<file path="src/rtl/stopwatch_pkg.sv">
// Shared types and limits for the stopwatch time-keeping core.
package stopwatch_pkg;

  // Control states of the stopwatch core
  typedef enum logic [1:0] {
    PAUSED = 2'd0,
    RUN    = 2'd1,
    ADJUST = 2'd2
  } state_t;

  // Width of one BCD digit
  localparam int BCD_W = 4;

  // Highest value of the seconds-tens digit (0-5)
  localparam int SEC_TENS_MAX = 5;

  // Highest value of every other digit (0-9)
  localparam int DIGIT_MAX = 9;

endpackage

</file>
<file path="src/rtl/bcd_digit.sv">
// One BCD digit counter with synchronous clear, increment and a
// combinational carry that fires when an increment rolls MAX back to 0.
module bcd_digit
  import stopwatch_pkg::*;
#(
  parameter int MAX = DIGIT_MAX
) (
  input  logic             clk,
  input  logic             rst_n,
  input  logic             clr,
  input  logic             inc,
  output logic [BCD_W-1:0] value,
  output logic             carry
);

  localparam logic [BCD_W-1:0] LAST = BCD_W'(MAX);

  // Carry out is asserted on the cycle this digit rolls over
  assign carry = inc && (value == LAST);

  // Digit register: clear wins over increment, increment wraps at MAX
  always_ff @(posedge clk or negedge rst_n) begin
    if (!rst_n) begin
      value <= '0;
    end else if (clr) begin
      value <= '0;
    end else if (inc) begin
      if (value == LAST) begin
        value <= '0;
      end else begin
        value <= value + BCD_W'(1);
      end
    end
  end

endmodule

</file>
<file path="src/rtl/stopwatch_counter.sv">
// Stopwatch time-keeping core: MM:SS counter from 00:00 to 99:59 with
// run/pause/adjust control, a 1 Hz run prescaler and an adjust-rate
// prescaler, all in the clk domain.
module stopwatch_counter
  import stopwatch_pkg::*;
#(
  parameter int TICKS_PER_SEC = 100_000_000,
  parameter int ADJ_TICKS     = 50_000_000
) (
  input  logic             clk,
  input  logic             rst_n,
  input  logic             pause_p,
  input  logic             clear_p,
  input  logic             adj,
  input  logic             sel,
  output logic [BCD_W-1:0] min_l,
  output logic [BCD_W-1:0] min_r,
  output logic [BCD_W-1:0] sec_l,
  output logic [BCD_W-1:0] sec_r,
  output logic             running,
  output logic             wrap
);

  localparam int RUN_W = $clog2(TICKS_PER_SEC);
  localparam int ADJ_W = $clog2(ADJ_TICKS);

  localparam logic [RUN_W-1:0] RUN_LAST = RUN_W'(TICKS_PER_SEC - 1);
  localparam logic [ADJ_W-1:0] ADJ_LAST = ADJ_W'(ADJ_TICKS - 1);

  state_t           state;
  logic [RUN_W-1:0] run_pre;
  logic [ADJ_W-1:0] adj_pre;

  logic run_tick;
  logic adj_tick;
  logic sec_r_inc, sec_l_inc, min_r_inc, min_l_inc;
  logic sec_r_carry, sec_l_carry, min_r_carry, min_l_carry;
  logic wrap_next;

  // Second and adjust ticks; clear and adjust entry suppress counting
  always_comb begin
    run_tick = (state == RUN) && !clear_p && !adj && (run_pre == RUN_LAST);
    adj_tick = (state == ADJUST) && adj && !clear_p && (adj_pre == ADJ_LAST);
  end

  // Digit increment chain; in adjust mode the carry into the other field
  // is cut so seconds wrap 59->00 and minutes wrap 99->00 on their own
  always_comb begin
    sec_r_inc = run_tick || (adj_tick && !sel);
    sec_l_inc = sec_r_carry;
    min_r_inc = (run_tick && sec_l_carry) || (adj_tick && sel);
    min_l_inc = min_r_carry;
    wrap_next = run_tick && min_l_carry;
  end

  // Control FSM with both prescalers and the registered status outputs
  always_ff @(posedge clk or negedge rst_n) begin
    if (!rst_n) begin
      state   <= PAUSED;
      run_pre <= '0;
      adj_pre <= '0;
      running <= 1'b0;
      wrap    <= 1'b0;
    end else begin
      wrap <= wrap_next;
      if (clear_p) begin
        run_pre <= '0;
        adj_pre <= '0;
        running <= 1'b0;
        state   <= adj ? ADJUST : PAUSED;
      end else if (adj) begin
        running <= 1'b0;
        state   <= ADJUST;
        if (state != ADJUST) begin
          run_pre <= '0;
          adj_pre <= '0;
        end else if (adj_tick) begin
          adj_pre <= '0;
        end else begin
          adj_pre <= adj_pre + ADJ_W'(1);
        end
      end else begin
        case (state)
          ADJUST: begin
            state   <= PAUSED;
            running <= 1'b0;
          end
          RUN: begin
            if (run_tick) begin
              run_pre <= '0;
            end else begin
              run_pre <= run_pre + RUN_W'(1);
            end
            if (pause_p) begin
              state   <= PAUSED;
              running <= 1'b0;
            end
          end
          PAUSED: begin
            if (pause_p) begin
              state   <= RUN;
              running <= 1'b1;
            end
          end
          default: begin
            state   <= PAUSED;
            running <= 1'b0;
          end
        endcase
      end
    end
  end

  bcd_digit #(.MAX(DIGIT_MAX)) u_sec_r (
    .clk   (clk),
    .rst_n (rst_n),
    .clr   (clear_p),
    .inc   (sec_r_inc),
    .value (sec_r),
    .carry (sec_r_carry)
  );

  bcd_digit #(.MAX(SEC_TENS_MAX)) u_sec_l (
    .clk   (clk),
    .rst_n (rst_n),
    .clr   (clear_p),
    .inc   (sec_l_inc),
    .value (sec_l),
    .carry (sec_l_carry)
  );

  bcd_digit #(.MAX(DIGIT_MAX)) u_min_r (
    .clk   (clk),
    .rst_n (rst_n),
    .clr   (clear_p),
    .inc   (min_r_inc),
    .value (min_r),
    .carry (min_r_carry)
  );

  bcd_digit #(.MAX(DIGIT_MAX)) u_min_l (
    .clk   (clk),
    .rst_n (rst_n),
    .clr   (clear_p),
    .inc   (min_l_inc),
    .value (min_l),
    .carry (min_l_carry)
  );

endmodule

</file>
<file path="config.mk">
export PLATFORM = sky130hd
export DESIGN_NAME = stopwatch_counter
export DESIGN_NICKNAME = d
export VERILOG_FILES = /design/src/rtl/stopwatch_pkg.sv /design/src/rtl/bcd_digit.sv /design/src/rtl/stopwatch_counter.sv
export SDC_FILE = /design/constraint.sdc
export NUM_CORES = 1
export LEC_CHECK = 0
export ABC_AREA = 1
export BUFFER_PORTS_ARGS = -buffer_cell sky130_fd_sc_hd__clkbuf_2
export CAP_MARGIN = 10
export CORE_MARGIN = 4
export CORE_UTILIZATION = 55
export CTS_BUF_LIST = sky130_fd_sc_hd__clkbuf_8
export CTS_CLUSTER_DIAMETER = 60
export CTS_CLUSTER_SIZE = 20
export DETAILED_ROUTE_END_ITERATION = 10
export PLACE_DENSITY = 0.73
export SYNTH_ARGS = -nofsm -noshare
export SYNTH_HDL_FRONTEND = slang
export SYNTH_SLANG_ARGS = --single-unit
export TNS_END_PERCENT = 10
</file>
<file path="constraint.sdc">
create_clock -name clk -period 3.45 [get_ports clk]
set_input_delay 0.345 -clock clk [delete_from_list [all_inputs] [get_ports clk]]
set_output_delay 0.345 -clock clk [all_outputs]
set_load 0.01 [all_outputs]
</file>
=== Yosys cells after proc, flatten, opt, wreduce, memory -nomap -nowiden ===
Index checks and enable logic that the tools add are counted.

* Bits in registers: 73
* Logic and storage cells: 87

* $add $sub $neg: 6
* Eq/ne operators: 12
* Muxes and demuxes: 32
* Reductions and logical operators: 28

{| class="wikitable"
|+ Operators with widths
! cell !! count
|-
| 27-bit two-way mux || 5
|-
| 26-bit two-way mux || 4
|-
| 4-bit two-way mux || 12
|-
| 27-bit by 1-bit adder with 27-bit output, second input constant || 1
|-
| 27-bit == test, second input constant || 1
|-
| 26-bit by 1-bit adder with 26-bit output, second input constant || 1
|-
| 26-bit == test, second input constant || 1
|-
| 4-bit by 1-bit adder with 4-bit output, second input constant || 4
|-
| 1-bit logical AND || 14
|-
| 4-bit == test, second input constant || 3
|-
| 2-bit two-way mux || 5
|-
| 2-bit nonzero test || 5
|-
| 4-bit inequality test, second input constant || 2
|-
| 4-bit by 3-bit == test with 1-bit output, second input constant || 1
|-
| 1-bit two-way mux || 4
|-
| 2-bit one-hot mux with 2 select lines || 1
|-
| 2-bit AND reduction || 2
|-
| 1-bit logical NOT || 3
|-
| 3-bit by 2-bit inequality test with 1-bit output, second input constant || 1
|-
| 3-bit nonzero test || 1
|-
| 2-bit by 1-bit == test with 1-bit output, second input constant || 1
|-
| 2-bit == test, second input constant || 1
|-
| 2-bit logical NOT || 1
|-
| 1-bit logical OR || 2
|-
| other kinds (2) || 2
|}

=== Depth between registers and ports, before layout ===
* Depth after elaboration: 13
* Mapped depth: 12
* Mapped depth without buffers: 11

=== Cells and area by module ===
From an unflattened synthesis, not the netlist that was laid out.

* Cells, all modules: 671
* Area total of the unflattened synthesis: 4596.9 um^2

{| class="wikitable"
|+ By module, submodules not included
! module !! times used !! cells an instance !! area an instance (um^2) !! seq. area each (um^2)
|-
| stopwatch_counter || 1 || 512 || 3530.9 || 1401.3
|-
| bcd_digit at u_min_l ... || 3 || 40 || 265.3 || 100.1
|-
| bcd_digit at u_sec_l || 1 || 39 || 270.3 || 100.1
|}

=== Worst setup path after synthesis ===
Ideal clock, no wire load.

* Kind: register to register
* From: register adj_pre[0]
* To: register adj_pre[23]
* Arrival time: 1.495 ns
* Data required time: 3.367 ns
* Path slack: 1.872 ns
* Cell stages (with the launch flop): 10
* Cell sequence: dfrtp_1 ha_1 nand3_1 inv_1 nand2_1 nor2_2 a21oi_2 buf_2 nand3_1 o21ai_0

* Cells in the longest elaborated chain, start to end: 6

{| class="wikitable"
|+ RTL lines
! what !! RTL line !! RTL
|-
| start: declaration || stopwatch_counter.sv:32 || <nowiki>logic [ADJ_W-1:0] adj_pre;</nowiki>
|-
| start signal: assignment || stopwatch_counter.sv:80 || <nowiki>adj_pre <= adj_pre + ADJ_W'(1);</nowiki>
|-
| branches (longest 2 deep; another with 26-bit by 1-bit adder with 26-bit output) || - ||
|-
| 26-bit two-way mux * || stopwatch_counter.sv:77 || <nowiki>end else if (adj_tick) begin</nowiki>
|-
| 26-bit two-way mux * || stopwatch_counter.sv:74 || <nowiki>if (state != ADJUST) begin</nowiki>
|-
| 26-bit two-way mux * || stopwatch_counter.sv:71 || <nowiki>end else if (adj) begin</nowiki>
|-
| 26-bit two-way mux * || stopwatch_counter.sv:66 || <nowiki>if (clear_p) begin</nowiki>
|}

Mark *: on every way between the ends. The select of a mux whose other input is x is not followed.
A chain may end at the register's enable or synchronous reset.

=== Worst setup path in the final report ===
* From: register adj_pre[0]
* To: register adj_pre[20]

Same word-level chain as after synthesis.

==> flow_summary.json <==
{
  "status": "complete, no violations",
  "h-tree-depth": 3,
  "holdWs_ns": 0.112,
  "fin_cells": 767,
  "sw_frac_of_total_pct": 25.3,
  "yosysTopAreaCell": "dfrtp_1",
  "vias": 4206,
  "rsz0062_at_grt": "no",
  "die_x_um": 99.6,
  "synthArstFlopShare_pct": 100,
  "finalHoldViolCount": 0,
  "drive_gt1_share_pct": 13.0,
  "grt_start_max_net_pins": 73,
  "peakVddDrop_uv": 219,
  "ios": 24,
  "insertedDiodeCount": 0,
  "path_class": "reg -> reg",
  "netlist_top_cells_area": "dfrtp_1 (39%), nand2_1 (14%), nor2_1 (6.7%)",
  "via_per_inst": 5.48,
  "synth_seq_area_share_pct": 39.0,
  "post_cts_buffers": 0,
  "tightest_slew_ns": 0.934,
  "cts-root-buf": "clkbuf_8",
  "die_area_sq_mm": 0.00992,
  "worstPathRequired_ns": 3.71,
  "ys_warn_count": 0,
  "gp_routability_congestion": 0.902,
  "rr_startpoint": "adj_pre[0]",
  "antenna_left": 0,
  "slew_headroom_pct": 37.7,
  "ys_ff_latch": 72,
  "antenna_found_initial": 0,
  "syn_nets": 649,
  "synth-edff-count": 0,
  "io_buffer_count": 23,
  "route.final.wire_length_um": 10900,
  "syn_area_sq_mm": 0.00462,
  "regArea_sq_mm": 0.00180,
  "setup_viol": 0,
  "max_freq_mhz": 456,
  "syn_avg_cell_area_sq_um": 7.29,
  "wl_per_cell_um": 14.2,
  "num-fill-cells": 749,
  "leakagePower_nw": 2.32,
  "slew_violations": 0,
  "start_util_pct": 56.5,
  "cts_sinks": 72,
  "ys_types": 42,
  "grt_pass1_wl_um": 18700,
  "min_path_type": "in -> async",
  "fin_crit_ns": 2.20,
  "drt_first_pass_iters": 5,
  "period_share_pct": 63.6,
  "drv_cap": 0,
  "die_h_um": 99.6,
  "power_density_mw_per_mm2": 354,
  "grt_overflow_total": 0,
  "cts_resized": 0,
  "drtIter0Drc": 372,
  "seq_power_share_pct": 49.7,
  "num_rows": 33,
  "coreArea_sq_mm": 0.00818,
  "synthToLayoutAreaGrowth_pct": 8.75,
  "cts_tree": "done",
  "multi_input_area_sq_mm": 0.00244,
  "clock_path_buffers": 2,
  "start_kind": "flop",
  "cts-buffers-inserted": 9,
  "dp.cells": 751,
  "fin_nets": 673,
  "synth_top_area_share_pct": 39.0,
  "insertion_delay_ns": 0.35,
  "cp.arrival_ns": 2.45,
  "cellInternalPower_mw": 1.33,
  "path_clk_slew_ns": 0.09,
  "power_frac_comb_pct": 7.9,
  "p_sw_uw": 450,
  "cts_hold_buf": 0,
  "dp_hpwl_um": 8180,
  "clockPowerShare_pct": 42.4,
  "path_max_fanout": 16,
  "grtUsageTotal_pct": 23.3,
  "setup.worst_path.start": "adj_pre[0]",
  "end_kind": "flop",
  "fin_worst_skew_ns": 0.0163,
  "drc_errors": 0,
  "synthCells": 633,
  "first_global_vias": 3995,
  "synth_flop_cell": "dfrtp_1",
  "tns_ns": 0
}
[sequential cells by signal (all words and copies together) (netlist names)]
register	count
u_sec_r.value	4
adj_pre	26
wrap	1
u_min_l.value	4
run_pre	27
u_sec_l.value	4
state	2
u_min_r.value	4
[worst paths after layout]
path / cells after the start / to / slack [ns]
setup / recovery: 8 / adj_pre[20] / 1.25
hold / removal: 1 / u_sec_l.value[3] / 0.11
setup reg to reg: 8 / adj_pre[20] / 1.25
hold reg to reg: 2 / u_sec_l.value[3] / 0.51
max in group asynchronous: 1 / adj_pre[14] / 2.71
min in group clk: 1 / state[1] / 0.22
[cell type report]
class | count | share of cell area (%)
tap | 105 | 2.62
timing repair buffer | 23 | 2.34
sequential | 72 | 35.9
inverter | 81 | 6.15
clock inverter | 6 | 1.64
clock buffer | 10 | 2.74
multi-input combinational | 470 | 48.6
[per-stage QoR]
stage / power [mW] / util, % / worst slack, ns / instance area [sq um]
after detailed placement: 1.04 / 58.7 / 1.29 / 4800
after global placement: 1.04 / 58.7 / 1.36 / 4800
after floorplan: 0.990 / - / 1.87 / 4620
after global routing: 1.85 / 61.4 / 1.05 / 5020
after CTS: 1.79 / 61.4 / 1.27 / 5020
final: 1.78 / 61.4 / 1.25 / 5020
[layer usage]
layer	vias to the layer above	GRT usage [%]	routed length [um]
met3	10	3.65	671
met2	133	35.5	4900
met5	-	0	0
li1	2094	-	-
met4	0	6.83	114
met1	1969	34.3	5240
[cell usage in the layout (no fill, tap or decap), drive strengths merged]
master	n
dfrtp	72
nand3	52
inv	83
bufinv	2
o31ai	1
clkinv	2
nand2	178
o21bai	1
nor2	94
nand3b	2
a21oi	11
a211oi	1
o211ai	2
o21ai	34
clkbuf	32
ha	10
xor2	17
nor3	26
nand4	23
xnor2	7
o22ai	5
nor4	3
buf	1
o41ai	1
and2	1
and3	1
[cell usage after synthesis (2+ instances only)]
cell      instances
nand3_1          48
nor4_1            3
inv_2             9
nand3b_1          2
o21ai_1           6
nand3_2           4
nor3_2            3
nand4_1          22
nand2_1         168
o21ai_0          24
ha_1             10
nor2_4            5
nor3_1           22
nor2_2            6
inv_1            71
a21oi_1           8
o22ai_1           5
buf_6             3
nor2_1           82
nand2_4           3
o21ai_2           4
clkbuf_1          4
nand2_2           6
xor2_1           17
a21oi_2           3
dfrtp_1          72
o211ai_1          2
xnor2_1           7
[critical path: stages (launching register included)]
cell,delay [ns]
dfrtp_1,0.41
ha_1,0.23
nand3_1,0.16
inv_1,0.09
nand2_1,0.08
nor2_2,0.06
a21oi_2,0.61
inv_2,0.25
o21ai_0,0.22
[power groups by stage]
| stage | clock network, mW | registers [mW] | logic (mW) |
|---|---|---|---|
| finish | 0.753 | 0.884 | 0.141 |
| global route | 0.806 | 0.886 | 0.161 |
| CTS | 0.768 | 0.883 | 0.143 |
| detailed placement | 0 | 0.900 | 0.142 |
| global placement | 0 | 0.899 | 0.138 |
| floorplan | 0 | 0.902 | 0.0880 |
[logic make-up after synthesis]
logic type	count (synthesis)	share of synthesized area, %
XOR/XNOR	24	4.55
AO/OA/AOI/OAI	56	7.13
adder cells (fa/ha/maj)	10	2.71
AND/OR/NAND/NOR	380	38.5
buffers and inverters	91	8.10
flip-flops	72	39.0
No activity file was read; power rests on OpenSTA's default activity.
